==> src/rtl/fifo_ctrl.sv <==
// FIFO pointer/flag controller driving an external synchronous-read RAM.
// Define FIFO_CTRL_ERR_EN to add sticky overflow/underflow flags with err_clr.
module fifo_ctrl #(
   parameter int AW     = 4,
   parameter int AF_LVL = (2 ** AW) - 2,
   parameter int AE_LVL = 2
) (
   input  logic          clk,
   input  logic          rst,
   input  logic          wr_en,
   input  logic          rd_en,
`ifdef FIFO_CTRL_ERR_EN
   input  logic          err_clr,
   output logic          ovf,
   output logic          udf,
`endif
   output logic          mem_we,
   output logic [AW-1:0] wr_addr,
   output logic [AW-1:0] rd_addr,
   output logic          rd_valid,
   output logic          full,
   output logic          empty,
   output logic          almost_full,
   output logic          almost_empty,
   output logic [AW:0]   count
);

   localparam logic [AW:0] AF_THR = (AW + 1)'(AF_LVL);
   localparam logic [AW:0] AE_THR = (AW + 1)'(AE_LVL);

   logic [AW:0] wptr;
   logic [AW:0] rptr;
   logic [AW:0] wptr_next;
   logic [AW:0] rptr_next;
   logic [AW:0] count_next;
   logic        wr_acc;
   logic        rd_acc;

   // Acceptance uses the flags registered at the start of the cycle, so a
   // read on empty never sees the same-cycle write.
   always_comb begin
      wr_acc     = wr_en & ~full;
      rd_acc     = rd_en & ~empty;
      mem_we     = wr_acc & ~rst;
      wptr_next  = wptr + {{AW{1'b0}}, wr_acc};
      rptr_next  = rptr + {{AW{1'b0}}, rd_acc};
      count_next = wptr_next - rptr_next;
   end

   assign wr_addr = wptr[AW-1:0];
   assign rd_addr = rptr[AW-1:0];

   always_ff @(posedge clk) begin
      if (rst) begin
         wptr         <= '0;
         rptr         <= '0;
         count        <= '0;
         empty        <= 1'b1;
         full         <= 1'b0;
         almost_empty <= 1'b1;
         almost_full  <= (AF_THR == '0);
         rd_valid     <= 1'b0;
      end else begin
         wptr         <= wptr_next;
         rptr         <= rptr_next;
         count        <= count_next;
         empty        <= (wptr_next == rptr_next);
         full         <= (wptr_next[AW-1:0] == rptr_next[AW-1:0]) &&
                         (wptr_next[AW] != rptr_next[AW]);
         almost_full  <= (count_next >= AF_THR);
         almost_empty <= (count_next <= AE_THR);
         rd_valid     <= rd_acc;
      end
   end

`ifdef FIFO_CTRL_ERR_EN
   // A new error event wins over a clear issued in the same cycle.
   always_ff @(posedge clk) begin
      if (rst) begin
         ovf <= 1'b0;
         udf <= 1'b0;
      end else begin
         if (wr_en & full)
            ovf <= 1'b1;
         else if (err_clr)
            ovf <= 1'b0;
         if (rd_en & empty)
            udf <= 1'b1;
         else if (err_clr)
            udf <= 1'b0;
      end
   end
`endif

endmodule

==> config.mk <==
export PLATFORM = sky130hd
export DESIGN_NAME = fifo_ctrl
export DESIGN_NICKNAME = d
export VERILOG_FILES = /design/src/rtl/fifo_ctrl.sv
export SDC_FILE = /design/constraint.sdc
export NUM_CORES = 1
export LEC_CHECK = 0
export CORE_MARGIN = 5
export CORE_UTILIZATION = 45
export DETAILED_ROUTE_END_ITERATION = 16
export GPL_TIMING_DRIVEN = 0
export PLACE_DENSITY = 0.77
export SLEW_MARGIN = 20
export SYNTH_ARGS = -nofsm -noshare
export SYNTH_HDL_FRONTEND = slang
export SYNTH_SLANG_ARGS = --single-unit
==> constraint.sdc <==
create_clock -name clk -period 3.31 [get_ports clk]
set_input_delay 0.662 -clock clk [delete_from_list [all_inputs] [get_ports clk]]
set_output_delay 0.662 -clock clk [all_outputs]
set_load 0.02 [all_outputs]
==> summary.txt <==
Run status
  – Outcome: finished, final reports clean

Final layout
  – Fin util: 0.629
  – N_diodes: 0
  – Layout area overhead: 33.3%
  – Layout filler cell count: 179
  – Final nets: 131
  – Reg area: 400 um2
  – Multi-input gate area: 443 um2
  – Share of layout cells above drive strength 1: 0.168

Logic synthesis
  – Commonest cells in the synthesized netlist: dfxtp_1 (20), nor2_1 (12), buf_4 (8), xor2_1 (8)
  – Yosys Warn Count: 0
  – Synth Instances: 93
  – Post-synth EDFFs: 0
  – Average cell area after synthesis: 10.1 um2
  – Most numerous cell in the Yosys netlist: dfxtp_1
  – Netlist Area Pre-Place: 936 um2
  – Post-synthesis cell type count: 22
  – Asr flop ratio synth: 0
  – Mapped Nets: 104
  – Synth area leaders: dfxtp_1 (43%), ha_1 (9.4%), xor2_1 (7.5%)
  – Leading area contributor after synthesis: dfxtp_1
  – Top-area cell type share of the netlist area: 0.428
  – Post-synthesis register bit count: 20
  – Main flop type after synthesis: dfxtp_1
  – Sequential fraction of the synthesis area: 0.428

STA
  – Slew of the pin with the lowest slew margin: 0.465 ns
  – Slew margin rel.: 0.688
  – RSZ-0062 raised after global routing: false
  – Smallest hold slack: 0.528 ns
  – Max Slew Vio Count: 0
  – Fin crit share: 0.954
  – Fmax: 317 MHz
  – Minimum clock period: 3.16 ns
  – Endpoints failing hold: 0
  – Final setup violation count: 0
  – Setup skew after layout: 0.00349 ns

Floorplan
  – Num rows: 16
  – Die X: 55.6 um
  – Placeable Area: 1980 um2
  – Die H: 55.6 um
  – # IOs: 23
  – Initial Util: 0.472
  – DIE AREA: 3090 um2

Global routing
  – Largest net degree at the start of global routing: 13
  – Vias in the first global route: 710
  – Global-route wire length before repair: 2890 um
  – Remaining global-route overflow: 0
  – Initial antenna violation count: 0
  – GRT Util Overall: 0.117

Clock network
  – CTS Hold Bufs: 0
  – H-tree levels: 1
  – Total CTS buffers: 3
  – Clk buf depth: 2
  – CTS tree: done
  – Clock transition at path regs: 0.11 ns
  – Clk Latency, worst-skew pair: 0.30 ns
  – CTS Root Buffer Type: clkbuf_4
  – Clock Sinks: 20

Detailed routing
  – Routed WL per cell: 11.9 um
  – Starting DRT DRC Count: 9
  – Vias/cell: 4.71
  – DRC Markers: 0
  – Vias: 687
  – Initial DRT Pass Iterations: 4
  – Final ANT Viol Nets: 0
  – Routed wire length: 1740 um

Setup path
  – R2R cell count: 10
  – R2r endpoint: almost_empty
  – Worst EP arrival: 3.37 ns
  – FF-to-FF setup slack: 0.66 ns
  – Crit path capture type: register
  – Critical path class: in2reg
  – CP Max Fanout: 4
  – Startpoint Class: primary input
  – Crit path required time: 3.52 ns
  – Worst r2r src: empty

Placement
  – Port Buffers: 22
  – Post-DP HPWL: 1320 um
  – GP Congestion: 0.791

Hold path
  – WHS Path Cells: 2
  – Worst min path class: reg2reg
  – Hold EP: rptr[4]
  – Hold_sp: rptr[4]

Pwr
  – Power per cell area: 572 nW/um2
  – P_sw: 0.201 mW
  – Internal power: 0.512 mW
  – Peak supply drop: 0.326 mV
  – Sw frac: 0.282
  – Combinational power share: 0.329
  – Portion of total power attributed to sequential cells: 0.395
  – Final total power: 0.714 mW
  – Clk pwr share: 0.276
  – Leak: 0.536 nW

Run
  – Max-Cap Viols: 0
## worst max-delay path: stages
cell and delay [ns]:
clkdlybuf4s50_1 0.45, nor2b_2 0.16, ha_2 0.20, ha_1 0.30, xnor2_1 0.20, ha_1 0.19, a21oi_1 0.08, maj3_1 0.37
maj3_2 0.32, xor2_1 0.17, a41o_1 0.25
## power groups by stage
stage               Sequential, mW  Clock [mW]  Combinational, mW
finish                       0.282       0.197              0.235
global route                 0.285       0.210              0.253
CTS                          0.282       0.203              0.235
detailed placement           0.287           0              0.232
global placement             0.286           0              0.228
floorplan                    0.318           0              0.114
## through the flow
stage | setup slack, ns | std cells | setup TNS (ns) | instance area (um2)
floorplan | 0.451 | 93 | 0 | 936
global placement | -0.107 | 142 | -0.132 | 1190
detailed placement | -0.187 | 142 | -0.373 | 1190
CTS | 0.111 | 146 | 0 | 1240
global route | 0.0294 | 146 | 0 | 1250
finish | 0.151 | 146 | 0 | 1250
## flip-flops by register name, summed over array words and instances (netlist names)
name,flops
wptr,5
rptr,5
rd_valid,1
almost_full,1
full,1
almost_empty,1
count,5
empty,1
## cell usage in the layout (no fill, tap or decap), drive strengths merged, types with 6 or more instances in the layout
cell type,count
xnor2,7
dfxtp,20
xor2,8
ha,7
nor2b,7
nor2,12
inv,6
buf,9
clkdlybuf4s50,22
## cell families (layout without fill, tap and decap cells)
group / count (synthesis) / after routing / share of synthesized area
compound gates: 4 / 4 / 0.0294
xor+xnor: 15 / 15 / 0.148
fa+ha+maj: 11 / 11 / 0.140
buf+inv: 16 / 42 / 0.104
simple gates: 27 / 27 / 0.150
flops: 20 / 20 / 0.428
## timing repair
action,CTS,global route
setup buffers,0,0
gates resized for setup,0,2
endpoints found under the setup margin,0,1
## metal layers
metal,global-route usage,up-vias,wire length [um]
met4,0.0625,0,30
met2,0.220,24,885
met3,0.0255,4,97
li1,-,339,-
met1,0.118,320,724
met5,0,-,0
## how the worst max path moves through the flow
stage | startpoint | end | cells after the start
finish | rd_en | almost_empty | 11
global route | wr_en | almost_empty | 11
CTS | rd_en | almost_empty | 11
detailed placement | rd_en | almost_empty | 11
global placement | rd_en | almost_empty | 11
floorplan | rd_en | almost_empty | 10
## layout make-up
type | instances | share of cell area
Multi-Input combinational cell | 57 | 0.355
Clock buffer | 3 | 0.0181
Timing Repair Buffer | 22 | 0.177
Clock inverter | 1 | 0.0241
Tap cell | 27 | 0.0271
Inverter | 6 | 0.0181
Buffer | 10 | 0.0602
Sequential cell | 20 | 0.321
(Power assumes the default switching activity.)
==> patch: new RTL, same flow settings <==
The output `count` loses its register stage (`count` becomes a continuous assignment).
--- a/src/rtl/fifo_ctrl.sv
+++ b/src/rtl/fifo_ctrl.sv
@@ -55,5 +55,4 @@
          wptr         <= '0;
          rptr         <= '0;
-         count        <= '0;
          empty        <= 1'b1;
          full         <= 1'b0;
@@ -64,5 +63,4 @@
          wptr         <= wptr_next;
          rptr         <= rptr_next;
-         count        <= count_next;
          empty        <= (wptr_next == rptr_next);
          full         <= (wptr_next[AW-1:0] == rptr_next[AW-1:0]) &&
@@ -73,4 +71,6 @@
       end
    end
+
+   assign count = count_next;
 
 `ifdef FIFO_CTRL_ERR_EN
Function: changed (a bounded check fails within 4 cycles, from zero or initial values and one cycle with rst high).
==> patch against the unedited design <==
The flow now finishes with violations (negative setup slack). Design area shrank 1.6%. Cell count shrank 4.1%. Combinational power grew 30%. Synthesized area shrank 14%. Wire length shrank 1.3%. Total power shrank 13%. Clock skew grew 0.0028 ns. Worst setup slack lost 0.20 ns. Fmax shrank 6.0%. Via count shrank 8.3%. Global-route usage grew 2.5 points. Sequential cell count shrank 5. Clock power shrank 47%. Critical path depth grew 1. Highest routed layer unchanged.
==> patch: results (changes against the unedited design) <==
* Reg2reg setup slack at 0.87 ns (+0.21 ns)
* Share of post-route cells with drive strength above 1 at 0.330 (+0.162)
* Share of the yosys chip area belonging to registers at 0.371 (-0.0569)
* Critical-path top delay cell: sky130_fd_sc_hd__maj3_2
* Compound-Gate Fraction of Synth Area at 0.0402 (+0.0108)
* Crit Path Max Fanout at 3 (-1)
* Clock skew after layout at 0.00631 ns (+0.00281 ns)
* Worst IR drop on VDD at 0.000430 V (+32%)
* Finish-stage setup viols at 1 (+1)
* First-pass detailed-route iteration total at 2 (-2)
* Length of routed met3 wiring at 44 um (-55%)
* Largest net degree at the start of global routing at 11 (-2)
* Result of the run: finished with violations
* Pre-CTS setup slack at -1.06 ns (-0.873 ns)
* Synth Area in XOR/XNOR at 0.181 (+0.0324)
* M3 GR Usage at 0.0256 (+0.000119)
* Met1 wire length at 758 um (+4.7%)
* First-pass GRT wire length at 2790 um (-3.4%)
* Wire length on met2 at 864 um (-2.4%)
* Fraction of met2 tracks used by global routing at 0.246 (+0.0263)
* Maximum single-stage delay on the critical path at 0.33 ns (-0.12 ns)
* Wirelength, routed at 1710 um (-1.3%)
* Final worst hold slack at 0.526 ns (-0.00295 ns)
* Most instantiated cells after synthesis: sky130_fd_sc_hd__dfxtp_1 (15), sky130_fd_sc_hd__buf_4 (8), sky130_fd_sc_hd__inv_1 (8), sky130_fd_sc_hd__nor2_1 (8)
* Failing checks: negative setup slack
* Via count of the routed design at 630 (-8.3%)
* Number of global-route vias before repair at 620 (-13%)
* Count of placed standard cells including taps at 131 (-7.7%)
* Setup WS post-layout at -0.0521 ns (-0.203 ns)
* Overall track demand over capacity in global routing at 0.142 (+0.0254)
* Post-Synth Adder-Cell Area at 0.164 (+0.0235)
## patch: cell count changes after synthesis, sizes merged, moves of 2 or more
cell / before / now
inv: 6 / 8
nor2: 12 / 8
dfxtp: 20 / 15
xor2: 8 / 6
xnor2: 7 / 9
## patch: area by class of cell
| class | instances | area [um2] |
|---|---|---|
| Clock inverter | 1 | 5.00 |
| Sequential cell | 15 | 300 |
| Clock buffer | 3 | 22.5 |
| Multi-Input combinational cell | 52 | 509 |
| Inverter | 8 | 30.0 |
| Tap cell | 25 | 31.3 |
| Buffer | 9 | 63.8 |
| Timing Repair Buffer | 27 | 265 |
| Fill cell | 140 | 499 |
## patch: power breakdown
part	total, mW	leakage (nW)	internal [mW]	switching, mW
combinational	0.306	0.405	0.159	0.148
sequential	0.210	0.122	0.198	0.0119
clock	0.105	0.0177	0.0450	0.0601
## patch: timing repair
action | CTS | global route
gates resized for setup | 32 | 1
pin swaps | 8 | 6
setup endpoints to repair | 4 | 2
setup buffers | 5 | 0
gates cloned | 0 | 0
